### src/rtl/regbank_write_arbiter.sv
// rtl/regbank_write_arbiter.sv - round-robin arbiter for the register bank write port with clear sequencing.
// Optional write statistics counter enabled by defining REGBANK_ARB_STATS_EN.
module regbank_write_arbiter #(
  parameter  int NUM_REQ = 4,
  parameter  int ADDR_W  = 4,
  parameter  int DATA_W  = 16,
  localparam int IDX_W   = $clog2(NUM_REQ)
) (
  input  logic                      clk,
  input  logic                      reset,
  input  logic [NUM_REQ-1:0]        req_valid,
  input  logic [NUM_REQ*ADDR_W-1:0] req_addr,
  input  logic [NUM_REQ*DATA_W-1:0] req_data,
  output logic [NUM_REQ-1:0]        req_ready,
  input  logic                      clear_req,
  output logic                      clear_done,
  output logic                      bank_write_enable,
  output logic [ADDR_W-1:0]         bank_address_w,
  output logic [DATA_W-1:0]         bank_data_in_w,
  output logic                      bank_clear,
  output logic [IDX_W-1:0]          grant_id
`ifdef REGBANK_ARB_STATS_EN
  ,
  output logic [15:0]               write_count
`endif
);

  typedef enum logic [1:0] {IDLE, CLEAR, DONE} state_t;

  state_t              state_q, state_d;
  logic [IDX_W-1:0]    rr_ptr_q, rr_ptr_d;
  logic [IDX_W-1:0]    grant_id_q, grant_id_d;
  logic                bank_we_q, bank_we_d;
  logic [ADDR_W-1:0]   bank_addr_q, bank_addr_d;
  logic [DATA_W-1:0]   bank_data_q, bank_data_d;
  logic                bank_clear_q, bank_clear_d;
  logic                clear_done_q, clear_done_d;

  logic                grant_found;
  logic [IDX_W-1:0]    grant_idx;
  logic [ADDR_W-1:0]   sel_addr;
  logic [DATA_W-1:0]   sel_data;

  // First asserted request at or after rr_ptr, wrapping around.
  always_comb begin : grant_search
    int cand;
    grant_found = 1'b0;
    grant_idx   = '0;
    cand        = 0;
    for (int k = 0; k < NUM_REQ; k++) begin
      cand = int'(rr_ptr_q) + k;
      if (cand >= NUM_REQ) cand = cand - NUM_REQ;
      if (!grant_found && req_valid[IDX_W'(cand)]) begin
        grant_found = 1'b1;
        grant_idx   = IDX_W'(cand);
      end
    end
  end

  always_comb begin : payload_mux
    sel_addr = '0;
    sel_data = '0;
    for (int i = 0; i < NUM_REQ; i++) begin
      if (grant_idx == IDX_W'(i)) begin
        sel_addr = req_addr[i*ADDR_W +: ADDR_W];
        sel_data = req_data[i*DATA_W +: DATA_W];
      end
    end
  end

  always_comb begin : next_state
    int nxt;
    state_d     = state_q;
    rr_ptr_d    = rr_ptr_q;
    grant_id_d  = grant_id_q;
    bank_we_d   = 1'b0;
    bank_addr_d = bank_addr_q;
    bank_data_d = bank_data_q;
    req_ready   = '0;
    nxt         = int'(grant_idx) + 1;
    if (nxt >= NUM_REQ) nxt = 0;

    case (state_q)
      IDLE: begin
        if (clear_req) begin
          state_d = CLEAR;
        end else if (grant_found) begin
          req_ready[grant_idx] = 1'b1;
          bank_we_d            = 1'b1;
          bank_addr_d          = sel_addr;
          bank_data_d          = sel_data;
          grant_id_d           = grant_idx;
          rr_ptr_d             = IDX_W'(nxt);
        end
      end
      CLEAR:   state_d = DONE;
      DONE:    state_d = IDLE;
      default: state_d = IDLE;
    endcase

    // Ready must not leak out while the block is held in reset.
    if (!reset) req_ready = '0;

    bank_clear_d = (state_d == CLEAR);
    clear_done_d = (state_d == DONE);
  end

  always_ff @(posedge clk) begin
    if (!reset) begin
      state_q      <= IDLE;
      rr_ptr_q     <= '0;
      grant_id_q   <= '0;
      bank_we_q    <= 1'b0;
      bank_addr_q  <= '0;
      bank_data_q  <= '0;
      bank_clear_q <= 1'b0;
      clear_done_q <= 1'b0;
    end else begin
      state_q      <= state_d;
      rr_ptr_q     <= rr_ptr_d;
      grant_id_q   <= grant_id_d;
      bank_we_q    <= bank_we_d;
      bank_addr_q  <= bank_addr_d;
      bank_data_q  <= bank_data_d;
      bank_clear_q <= bank_clear_d;
      clear_done_q <= clear_done_d;
    end
  end

  assign bank_write_enable = bank_we_q;
  assign bank_address_w    = bank_addr_q;
  assign bank_data_in_w    = bank_data_q;
  assign bank_clear        = bank_clear_q;
  assign clear_done        = clear_done_q;
  assign grant_id          = grant_id_q;

`ifdef REGBANK_ARB_STATS_EN
  logic [15:0] write_count_q, write_count_d;

  // Counts writes actually presented to the bank; a bank clear also zeroes it.
  always_comb begin
    write_count_d = write_count_q;
    if (state_q == CLEAR)  write_count_d = '0;
    else if (bank_we_q)    write_count_d = write_count_q + 16'd1;
  end

  always_ff @(posedge clk) begin
    if (!reset) write_count_q <= '0;
    else        write_count_q <= write_count_d;
  end

  assign write_count = write_count_q;
`endif

endmodule

### config.mk
export PLATFORM = sky130hd
export DESIGN_NAME = regbank_write_arbiter
export DESIGN_NICKNAME = d
export VERILOG_FILES = /design/src/rtl/regbank_write_arbiter.sv
export SDC_FILE = /design/constraint.sdc
export NUM_CORES = 1
export LEC_CHECK = 0
export CAP_MARGIN = 10
export CORE_ASPECT_RATIO = 1.25
export CORE_UTILIZATION = 39
export DETAILED_ROUTE_END_ITERATION = 10
export PLACE_DENSITY = 0.95
export SKIP_CTS_REPAIR_TIMING = 1
export SYNTH_ARGS = -nofsm -noshare
export SYNTH_HDL_FRONTEND = slang
export SYNTH_SLANG_ARGS = --single-unit
### constraint.sdc
create_clock -name clk -period 6.1 [get_ports clk]
set_input_delay 0.915 -clock clk [delete_from_list [all_inputs] [get_ports clk]]
set_output_delay 0.915 -clock clk [all_outputs]
set_load 0.005 [all_outputs]
==> out/qor.yml, run 1 <==
critPathKind: "in2out"
final.period_utilization_pct: 73.3
syn_area_sq_um: 1800
placed_area_sq_um: 2960
finalWorstPathRequiredPeriod_ns: 4.47
clock_buffer_count_from_cts: 3
dieWidth_microns: 62.7
antenna_cells: 0
drt_first_iter_violations: 114
critical_path.most_common_cell: "sky130_fd_sc_hd__clkdlybuf4s50_1"
data_required_critical_path_ns: 5.18
fin_setup_tns_ns: 0
routed_wire_length_per_instance_microns: 15.4
cts_root_buffer: "sky130_fd_sc_hd__clkbuf_8"
first_global_vias: 2031
initial_util_pct: 40.6
syn_nets: 304
post_synth_num_cell_types: 31
grt_first_pass_wirelength_microns: 9420
numClockSinks: 28
timing_worst_slew_pin_value_ns: 1.02
timing.critical_path.cells: "clkdlybuf4s50_1 -> nor2b_1 -> o31ai_1 -> and2_1 -> ha_2 -> buf_4 -> and3_1 -> clkdlybuf4s50_1"
wirelength_microns: 5760
synth.avg_cell_area_sq_um: 8.44
setup.worst_path.end_class: "output port"
areaGrowthSynthToFinish_pct: 69.2
reg2reg_depth: 10
ctsHtreeMaxLevel: 1
die_height_microns: 77.9
finish.utilization_pct: 68.8
critPathMaxFanout: 41
timing.max_slew.rel_slack_pct: 31.6
synth-seq-area-share_pct: 31.2
cts_tree: "built"
synth.ff_latch_count: 28
placeableCoreArea_sq_um: 4430
synth.yosys.warnings: 0
die-area_sq_um: 4890
leakagePower_uw: 0.00123
antenna_violating_nets_post_route: 0
sequential_cell_fraction_of_total_power_pct: 35.7
worst_path_dominant_cell_family: "buffers and inverters"
grt_usage_pct: 23.9
critical_path.max_stage_delay_ns: 0.50
route.detailed.drc: 0
worst_skew_pair.late_latency_ns: 0.27
timing.max_cap.violations: 0
nets: 408
port_buffers: 115
crit_path_start_kind: "input port"
io_pins: 116
dp.final_hpwl_microns: 4110
p_int_uw: 411
fin_area_sq_um: 3040
combPwrFrac_pct: 45.4
setup_repair_after_global_routing_missed_its_margin: "no"
place.gp.congestion: 0.862
viasPerCell: 5.57
slowest_stage: "sky130_fd_sc_hd__clkdlybuf4s50_1"
timing.final.hold_violations: 0
clock_tree.buffer_depth: 2
detail_route.first_pass.iterations: 4
final_layout_size_suffix_gt1_share_pct: 9.81
max_freq_ghz: 0.224
grt_overflow_total: 0
vias: 2082
cp_num_buf_inv: 3
timing.final.max_slew_violations: 0
worst_hold_path.num_cells: 2
hp_class: "reg2reg"
power.clock.fraction_pct: 18.9
largest_vdd_supply_drop_v: 0.000102
fin_worst_skew_ns: 0.00375
core.rowCount: 27
worstPathArrival_ns: 3.56
power_per_cell_area_nw_per_um2: 197
clkTransAtPathRegs_ns: 0.09
final_setup_vio_count: 0
grt_start_max_net_pins: 42
outcome: "completed"
syn_inst: 213
p_switching_uw: 189
cp.depth: 8
power.switching_fraction_pct: 31.5
final.hold.worst_slack_ns: 0.467
initial_antenna_violation_count: 0
## state kept, by name, summed over array words and instances (netlist names)
register / count
bank_data_in_w: 16
rr_ptr_q: 2
state_q: 2
bank_write_enable: 1
grant_id: 2
bank_address_w: 4
bank_clear: 1
## final cells by class
| class | count | area, sq um |
|---|---|---|
| multi-input combinational | 139 | 1050 |
| timing repair buffer | 121 | 1220 |
| inverter | 24 | 90.1 |
| sequential | 28 | 561 |
| clock buffer | 4 | 55.1 |
| tap | 58 | 72.6 |
| fill | 354 | 1380 |
## cells by family after synthesis
kind of cell / share of synthesized area, %
adder cells (fa/ha/maj): 2.78
buffers and inverters: 10.6
flip-flops: 31.2
AND/OR/NAND/NOR: 13.0
AO/OA/AOI/OAI: 42.4
## worst min-delay path, stage by stage, from the launching register on
cell and delay [ns]:
sky130_fd_sc_hd__dfxtp_1 0.32, sky130_fd_sc_hd__nand3_1 0.06, sky130_fd_sc_hd__o21ai_1 0.05
## Yosys cell counts
cell type / n / share of area, %
sky130_fd_sc_hd__dfxtp_1: 28 / 31
sky130_fd_sc_hd__inv_1: 24 / 5.0
sky130_fd_sc_hd__nor2_1: 24 / 5.0
sky130_fd_sc_hd__a21oi_1: 21 / 5.8
sky130_fd_sc_hd__o21ai_0: 21 / 5.8
sky130_fd_sc_hd__a221o_1: 20 / 11
sky130_fd_sc_hd__a221oi_2: 17 / 14
sky130_fd_sc_hd__clkbuf_1: 17 / 3.5
sky130_fd_sc_hd__and3_1: 5 / 1.7
sky130_fd_sc_hd__nand2_1: 5 / 1.0
sky130_fd_sc_hd__ha_1: 4 / 2.8
sky130_fd_sc_hd__a221oi_1: 3 / 1.5
sky130_fd_sc_hd__buf_1: 2 / 0.42
sky130_fd_sc_hd__buf_6: 2 / 1.3
sky130_fd_sc_hd__nor2b_1: 2 / 0.70
sky130_fd_sc_hd__nor4bb_1: 2 / 1.1
sky130_fd_sc_hd__o21ai_1: 2 / 0.56
sky130_fd_sc_hd__a21boi_1: 1 / 0.42
sky130_fd_sc_hd__a21o_1: 1 / 0.42
sky130_fd_sc_hd__a32o_1: 1 / 0.56
sky130_fd_sc_hd__and2_1: 1 / 0.35
sky130_fd_sc_hd__and3b_1: 1 / 0.49
sky130_fd_sc_hd__buf_4: 1 / 0.42
sky130_fd_sc_hd__nand3_1: 1 / 0.28
sky130_fd_sc_hd__nor4_2: 1 / 0.70
sky130_fd_sc_hd__nor4_4: 1 / 1.2
sky130_fd_sc_hd__o211ai_2: 1 / 0.70
sky130_fd_sc_hd__o221ai_1: 1 / 0.49
sky130_fd_sc_hd__o22ai_1: 1 / 0.35
sky130_fd_sc_hd__o31ai_1: 1 / 0.42
sky130_fd_sc_hd__or4_1: 1 / 0.42
## power groups by stage
stage	logic [uW]	registers, uW	clock network (uW)
floorplan	144	218	0
global placement	260	217	0
detailed placement	269	218	0
CTS	270	214	116
global route	296	217	126
finish	273	214	113
## metal layers
| metal | share of wire, % | global-route usage, % | routed length (microns) |
|---|---|---|---|
| met1 | 39 | 26.6 | 2260 |
| met5 | 0 | 0 | 0 |
| met4 | 1.6 | 7.91 | 91 |
| met2 | 50 | 43.2 | 2900 |
| met3 | 8.8 | 6.62 | 507 |
## cell usage in the layout, fill, tap and decap left out
master	synthesis	layout
sky130_fd_sc_hd__nand3_1	1	1
sky130_fd_sc_hd__and3_1	5	5
sky130_fd_sc_hd__o22ai_1	1	1
sky130_fd_sc_hd__ha_2	0	1
sky130_fd_sc_hd__or4_1	1	1
sky130_fd_sc_hd__clkbuf_8	0	4
sky130_fd_sc_hd__buf_16	0	1
sky130_fd_sc_hd__a32o_1	1	1
sky130_fd_sc_hd__a21oi_1	21	21
sky130_fd_sc_hd__ha_1	4	3
sky130_fd_sc_hd__nor4_2	1	1
sky130_fd_sc_hd__and3b_1	1	1
sky130_fd_sc_hd__o21ai_0	21	21
sky130_fd_sc_hd__dfxtp_1	28	28
sky130_fd_sc_hd__nor2b_1	2	2
sky130_fd_sc_hd__o211ai_2	1	1
sky130_fd_sc_hd__o31ai_1	1	1
sky130_fd_sc_hd__o21ai_1	2	2
sky130_fd_sc_hd__clkdlybuf4s50_1	0	115
sky130_fd_sc_hd__and2_1	1	1
sky130_fd_sc_hd__nand2_1	5	5
sky130_fd_sc_hd__a221oi_1	3	3
sky130_fd_sc_hd__nor4bb_1	2	2
sky130_fd_sc_hd__nor2_1	24	24
sky130_fd_sc_hd__a221oi_2	17	17
sky130_fd_sc_hd__a221o_1	20	20
sky130_fd_sc_hd__inv_1	24	24
sky130_fd_sc_hd__buf_4	1	5
sky130_fd_sc_hd__a21o_1	1	1
sky130_fd_sc_hd__o221ai_1	1	1
sky130_fd_sc_hd__nor4_4	1	1
sky130_fd_sc_hd__a21boi_1	1	1
## path summary, 6_finish.rpt
path	from	to	slack [ns]
min reg2reg	grant_id[1]	grant_id[1]	0.47
min	grant_id[1]	grant_id[1]	0.47
max reg2reg	rr_ptr_q[0]	bank_data_in_w[1]	3.30
max	req_valid[0]	req_ready[3]	1.63
## metrics by stage
stage | std cells | power [uW] | setup slack [ns]
finish | 374 | 600 | 1.63
global route | 374 | 638 | 1.46
CTS | 373 | 600 | 1.64
detailed placement | 369 | 487 | 1.65
global placement | 369 | 477 | 1.69
floorplan | 213 | 362 | 2.65
No activity file was read; power rests on OpenSTA's default activity.
==> run 2, diff against run 1 <==
Settings changed: CORE_UTILIZATION 39 to 37, PLACE_DENSITY 0.95 to 0.94.
Clock period 6.1 ns to 4.35 ns, I/O delays scaled along.
==> run 2 against run 1 <==
Effect of this change: hold slack improved by 0.0081 ns; final cell count grew 0.53%; clock skew barely moved; final area decreased by 0.78%; non-clock buffer count is 1 higher; count of clock-buffer cells in the layout down 1.
==> out/qor.yml, run 2 (synthesis gave the netlist of run 1 again) <==
outcome: "completed"  # unchanged
timing.max_cap.violations: 0  # unchanged
areaGrowthSynthToFinish_pct: 67.9  # was 69.2%
power_per_cell_area_nw_per_um2: 271  # was 197 nW/um^2
timing.final.hold_violations: 0  # unchanged
viasPerCell: 5.44  # was 5.57
grt_start_max_net_pins: 41  # was 42
antenna_violating_nets_post_route: 0  # unchanged
port_buffers: 115  # unchanged
fin_setup_tns_ns: 0  # unchanged
p_switching_uw: 262  # was 189 uW
die_height_microns: 79.9  # was 77.9 microns
cts_root_buffer: "sky130_fd_sc_hd__clkbuf_8"  # unchanged
crit_path_start_kind: "input port"  # unchanged
numClockSinks: 28  # unchanged
cts_tree: "built"  # unchanged
grt_first_pass_wirelength_microns: 8880  # was 9420 microns
multi_input_comb_area_sq_um: 1050  # unchanged
critPathKind: "in2out"  # unchanged
timing.final.max_slew_violations: 0  # unchanged
finalWorstPathRequiredPeriod_ns: 3.49
commonest_non_fill_non_tap_cell_in_the_layout: "sky130_fd_sc_hd__clkdlybuf4s50_1"  # unchanged
dp.final_hpwl_microns: 4280  # was 4110 microns
p_int_uw: 556  # was 411 uW
routed_wire_length_per_instance_microns: 15.3  # was 15.4 microns
drt_first_iter_violations: 131  # was 114
combPwrFrac_pct: 46.3  # was 45.4%
power.clock.fraction_pct: 17.1  # was 18.9%
sequential_cell_fraction_of_total_power_pct: 36.6  # was 35.7%
grt_overflow_total: 0  # unchanged
largest_register_ff_count: 16  # unchanged
final.period_utilization_pct: 80.3
fin_area_sq_um: 3020  # was 3040 sq um
dieWidth_microns: 64.4  # was 62.7 microns
clock_buffer_count_from_cts: 3  # unchanged
nets: 409  # was 408
fillerInstances: 400  # was 354
worst_skew_pair.late_latency_ns: 0.27  # about the same
hp_class: "reg2reg"  # unchanged
initial_util_pct: 38.3  # was 40.6%
layout_common_cells: "115 x sky130_fd_sc_hd__clkdlybuf4s50_1, 28 x sky130_fd_sc_hd__dfxtp_1, 24 x sky130_fd_sc_hd__nor2_1, 24 x sky130_fd_sc_hd__inv_1"  # unchanged
route.detailed.drc: 0  # unchanged
first_global_vias: 1893  # was 2031
vias: 2044  # was 2082
detail_route.first_pass.iterations: 4  # unchanged
final_layout_size_suffix_gt1_share_pct: 9.81  # unchanged
placeableCoreArea_sq_um: 4690  # was 4430 sq um
timing.max_slew.rel_slack_pct: 48.8  # was 31.6%
io_pins: 116  # unchanged
setup.worst_path.end_class: "output port"  # unchanged
initial_antenna_violation_count: 0  # unchanged
placed_area_sq_um: 2980  # was 2960 sq um
clkTransAtPathRegs_ns: 0.09  # about the same
power.switching_fraction_pct: 32.1  # was 31.5%
final_setup_vio_count: 0  # unchanged
fin_worst_skew_ns: 0.00333  # was 0.00375 ns
layout.area.seq_sq_um: 561  # unchanged
ctsHtreeMaxLevel: 1  # unchanged
leakagePower_uw: 0.00122  # was 0.00123 uW
critPathMaxFanout: 5  # was 41
largest_vdd_supply_drop_v: 0.000198  # was 0.000102 V
worstPathArrival_ns: 2.84  # was 3.56 ns
core.rowCount: 28  # was 27
setup_repair_after_global_routing_missed_its_margin: "no"  # unchanged
die-area_sq_um: 5140  # was 4890 sq um
data_required_critical_path_ns: 3.70  # was 5.18 ns
antenna_cells: 0  # unchanged
grt_usage_pct: 21.9  # was 23.9%
wirelength_microns: 5760  # about the same
max_freq_ghz: 0.286
timing_worst_slew_pin_value_ns: 0.768  # was 1.02 ns
clock_tree.buffer_depth: 2  # unchanged
place.gp.congestion: 0.758  # was 0.862
-- run 2: critical path: stages --
cell and delay, ns:
sky130_fd_sc_hd__clkdlybuf4s50_1 0.49, sky130_fd_sc_hd__nor2b_1 0.19, sky130_fd_sc_hd__o31ai_1 0.42, sky130_fd_sc_hd__and2_1 0.23, sky130_fd_sc_hd__ha_2 0.19, sky130_fd_sc_hd__and3_1 0.15
sky130_fd_sc_hd__clkdlybuf4s50_1 0.51
-- run 2: power by group through the flow --
stage,Sequential (uW),Combinational [uW],Clock (uW)
after global routing,303,408,157
final,300,379,140
after floorplan,305,202,0
after global placement,304,369,0
after CTS,299,381,144
after detailed placement,305,379,0
-- run 2: cell type report --
cell class | instances | area share, %
Multi-Input combinational cell | 139 | 34.7
Clock buffer | 3 | 1.37
Timing Repair Buffer | 122 | 39.9
Inverter | 24 | 2.98
Sequential cell | 28 | 18.6
Tap cell | 60 | 2.49
-- run 2: per-layer routing --
metal  routed length, microns  global-route usage (%)  vias to the layer above
met2                     2900                    40.6                      104
met5                        0                       0                        -
met1                     2390                    25.3                      933
met3                      405                    4.00                        6
li1                         -                       -                     1001
met4                       64                    5.33                        0
-- run 2: through the flow --
stage | total power [uW] | utilization, % | hold slack [ns] | setup WS [ns] | cells
2_1_floorplan | 508 | - | 0.455 | 1.42 | 213
6_report | 818 | 64.3 | 0.475 | 0.857 | 376
3_5_place_dp | 685 | 63.4 | 0.468 | 0.808 | 373
3_3_place_gp | 673 | 63.4 | 0.453 | 0.914 | 373
5_1_grt | 868 | 64.3 | 0.514 | 0.713 | 376
4_1_cts | 825 | 64.3 | 0.480 | 0.868 | 376
-- run 2: final timing paths --
path                     start            endpoint  slack [ns]  cells past startpoint
setup / recovery  req_valid[0]        req_ready[3]        0.86                      7
hold / removal     grant_id[1]         grant_id[1]        0.48                      2
setup reg to reg   rr_ptr_q[0]  bank_data_in_w[15]        1.64                     10
hold reg to reg    grant_id[1]         grant_id[1]        0.48                      2
==> run 3, diff against run 2 <==
Settings changed: CORE_UTILIZATION 37 to 33, PLACE_DENSITY 0.94 to 0.89.
Clock period 4.35 ns to 3.1 ns, I/O delays scaled along.
==> run 3 against run 2 <==
Effect of this change: total power rose by 47%; hold slack improved by 0.0038 ns; via count rose by 0.54%; non-clock buffer count rose by 5; final area rose by 2.2%; global-route usage fell by 1.8 points; sequential cell count did not move; core utilization fell by 4.4 points; count of clock-buffer cells in the layout rose by 1; clock skew barely moved.
==> out/qor.yml, run 3 (synthesis gave the netlist of run 1 again) <==
areaGrowthSynthToFinish_pct: 71.7  # was 67.9%
detail_route.first_pass.iterations: 4  # unchanged
vias: 2055  # was 2044
timing.max_cap.violations: 0  # unchanged
timing.max_slew.rel_slack_pct: 60.3  # was 48.8%
cts_tree: "built"  # unchanged
setup.worst_path.end_class: "output port"  # unchanged
final.period_utilization_pct: 97.4
data_required_critical_path_ns: 2.63  # was 3.70 ns
finalWorstPathRequiredPeriod_ns: 3.02
fin_setup_tns_ns: 0  # unchanged
drt_first_iter_violations: 59  # was 131
preCtsSetupSlack_ns: 0.0509  # was 0.808 ns
report.power.total_uw: 1200  # was 818 uW
die-area_sq_um: 5750  # was 5140 sq um
dieWidth_microns: 68.0  # was 64.4 microns
initial_util_pct: 34.9  # was 38.3%
grt_overflow_total: 0  # unchanged
wirelength_microns: 5840  # was 5760 microns
leakagePower_uw: 0.00127  # was 0.00122 uW
timing.final.hold_violations: 0  # unchanged
nets: 414  # was 409
final_setup_vio_count: 0  # unchanged
dp.final_hpwl_microns: 4230  # was 4280 microns
placeableCoreArea_sq_um: 5150  # was 4690 sq um
power_per_cell_area_nw_per_um2: 388  # was 271 nW/um^2
antenna_violating_nets_post_route: 0  # unchanged
fin_worst_skew_ns: 0.00295  # was 0.00333 ns
final.hold.worst_slack_ns: 0.479  # was 0.475 ns
die_height_microns: 84.5  # was 79.9 microns
routed_wire_length_per_instance_microns: 15.2  # was 15.3 microns
largest_vdd_supply_drop_v: 0.000171  # was 0.000198 V
worst_skew_pair.late_latency_ns: 0.27  # about the same
post-route-worst-setup-slack_ns: 0.0817  # was 0.857 ns
timing_worst_slew_pin_value_ns: 0.591  # was 0.768 ns
cts_root_buffer: "sky130_fd_sc_hd__clkbuf_8"  # unchanged
critPathMaxFanout: 5  # unchanged
viasPerCell: 5.35  # was 5.44
grt_first_pass_wirelength_microns: 8910  # was 8880 microns
numClockSinks: 28  # unchanged
worstPathArrival_ns: 2.55  # was 2.84 ns
critPathKind: "in2out"  # unchanged
clkTransAtPathRegs_ns: 0.10  # was 0.09 ns
place.gp.congestion: 0.789  # was 0.758
route.detailed.drc: 0  # unchanged
grt_start_max_net_pins: 41  # unchanged
clock_buffer_count_from_cts: 3  # unchanged
initial_antenna_violation_count: 0  # unchanged
fillerInstances: 466  # was 400
grt_usage_pct: 20.0  # was 21.9%
port_buffers: 115  # unchanged
outcome: "completed"  # unchanged
core.rowCount: 29  # was 28
final_layout_size_suffix_gt1_share_pct: 12.1  # was 9.81%
antenna_cells: 0  # unchanged
max_freq_ghz: 0.331
ctsHtreeMaxLevel: 1  # unchanged
crit_path_start_kind: "input port"  # unchanged
largest_register_ff_count: 16  # unchanged
timing.final.max_slew_violations: 0  # unchanged
clock_tree.buffer_depth: 2  # unchanged
io_pins: 116  # unchanged
commonest_non_fill_non_tap_cell_in_the_layout: "sky130_fd_sc_hd__clkdlybuf4s50_1"  # unchanged
layout_common_cells: "114 x sky130_fd_sc_hd__clkdlybuf4s50_1, 28 x sky130_fd_sc_hd__dfxtp_1, 24 x sky130_fd_sc_hd__nor2_1, 24 x sky130_fd_sc_hd__inv_1"  # was 115 x sky130_fd_sc_hd__clkdlybuf4s50_1, 28 x sky130_fd_sc_hd__dfxtp_1, 24 x sky130_fd_sc_hd__nor2_1, 24 x sky130_fd_sc_hd__inv_1
hp_class: "reg2reg"  # unchanged
first_global_vias: 1993  # was 1893
run 3: cell types whose count changed in the layout (fill, tap and decap cells not counted), sizes merged:
cell,before,now
buf,7,12
clkbuf,3,4
clkdlybuf4s50,115,114
dlymetal6s2s,0,1
run 3: cell type report:
cell class,count,area [sq um],share of cell area [%]
repair buffers,127,1240,40.3
well taps,62,77.6,2.51
multi-input cells,139,1060,34.3
clock buffers,4,55.1,1.78
flip-flops and latches,28,561,18.2
inverters,24,90.1,2.92
run 3: critical path: stages:
cell                              delay (ns)
sky130_fd_sc_hd__clkdlybuf4s50_1        0.57
sky130_fd_sc_hd__nor2_1                 0.08
sky130_fd_sc_hd__o31ai_2                0.30
sky130_fd_sc_hd__and2_1                 0.21
sky130_fd_sc_hd__ha_1                   0.23
sky130_fd_sc_hd__and3_1                 0.17
sky130_fd_sc_hd__clkdlybuf4s50_1        0.52
run 3: layer usage:
metal / vias up / part of all wire, % / track usage, %
met5: - / 0 / 0
li1: 1012 / - / -
met2: 92 / 50 / 36.7
met3: 2 / 9.6 / 5.30
met4: 0 / 0.48 / 4.55
met1: 949 / 39 / 22.1
run 3: stage by stage:
stage | utilization (%) | instances | instance area [sq um]
final | 59.9 | 384 | 3090
after global routing | 59.9 | 384 | 3090
after CTS | 59.5 | 383 | 3070
after detailed placement | 58.4 | 379 | 3010
after global placement | 58.4 | 379 | 3010
after floorplan | - | 213 | 1800
run 3: final timing paths:
check                from                end  slack, ns  cells after the start
max          req_valid[1]       req_ready[1]       0.08                      7
min reg2reg   grant_id[1]        grant_id[1]       0.48                      2
max reg2reg   rr_ptr_q[0]  bank_address_w[0]       0.85                      9
min           grant_id[1]        grant_id[1]       0.48                      2
run 3: where the power goes:
group | internal (uW) | switching [uW] | total (uW)
combinational | 311 | 239 | 550
sequential | 398 | 23.0 | 421
clock | 114 | 115 | 229
total | 822 | 377 | 1200
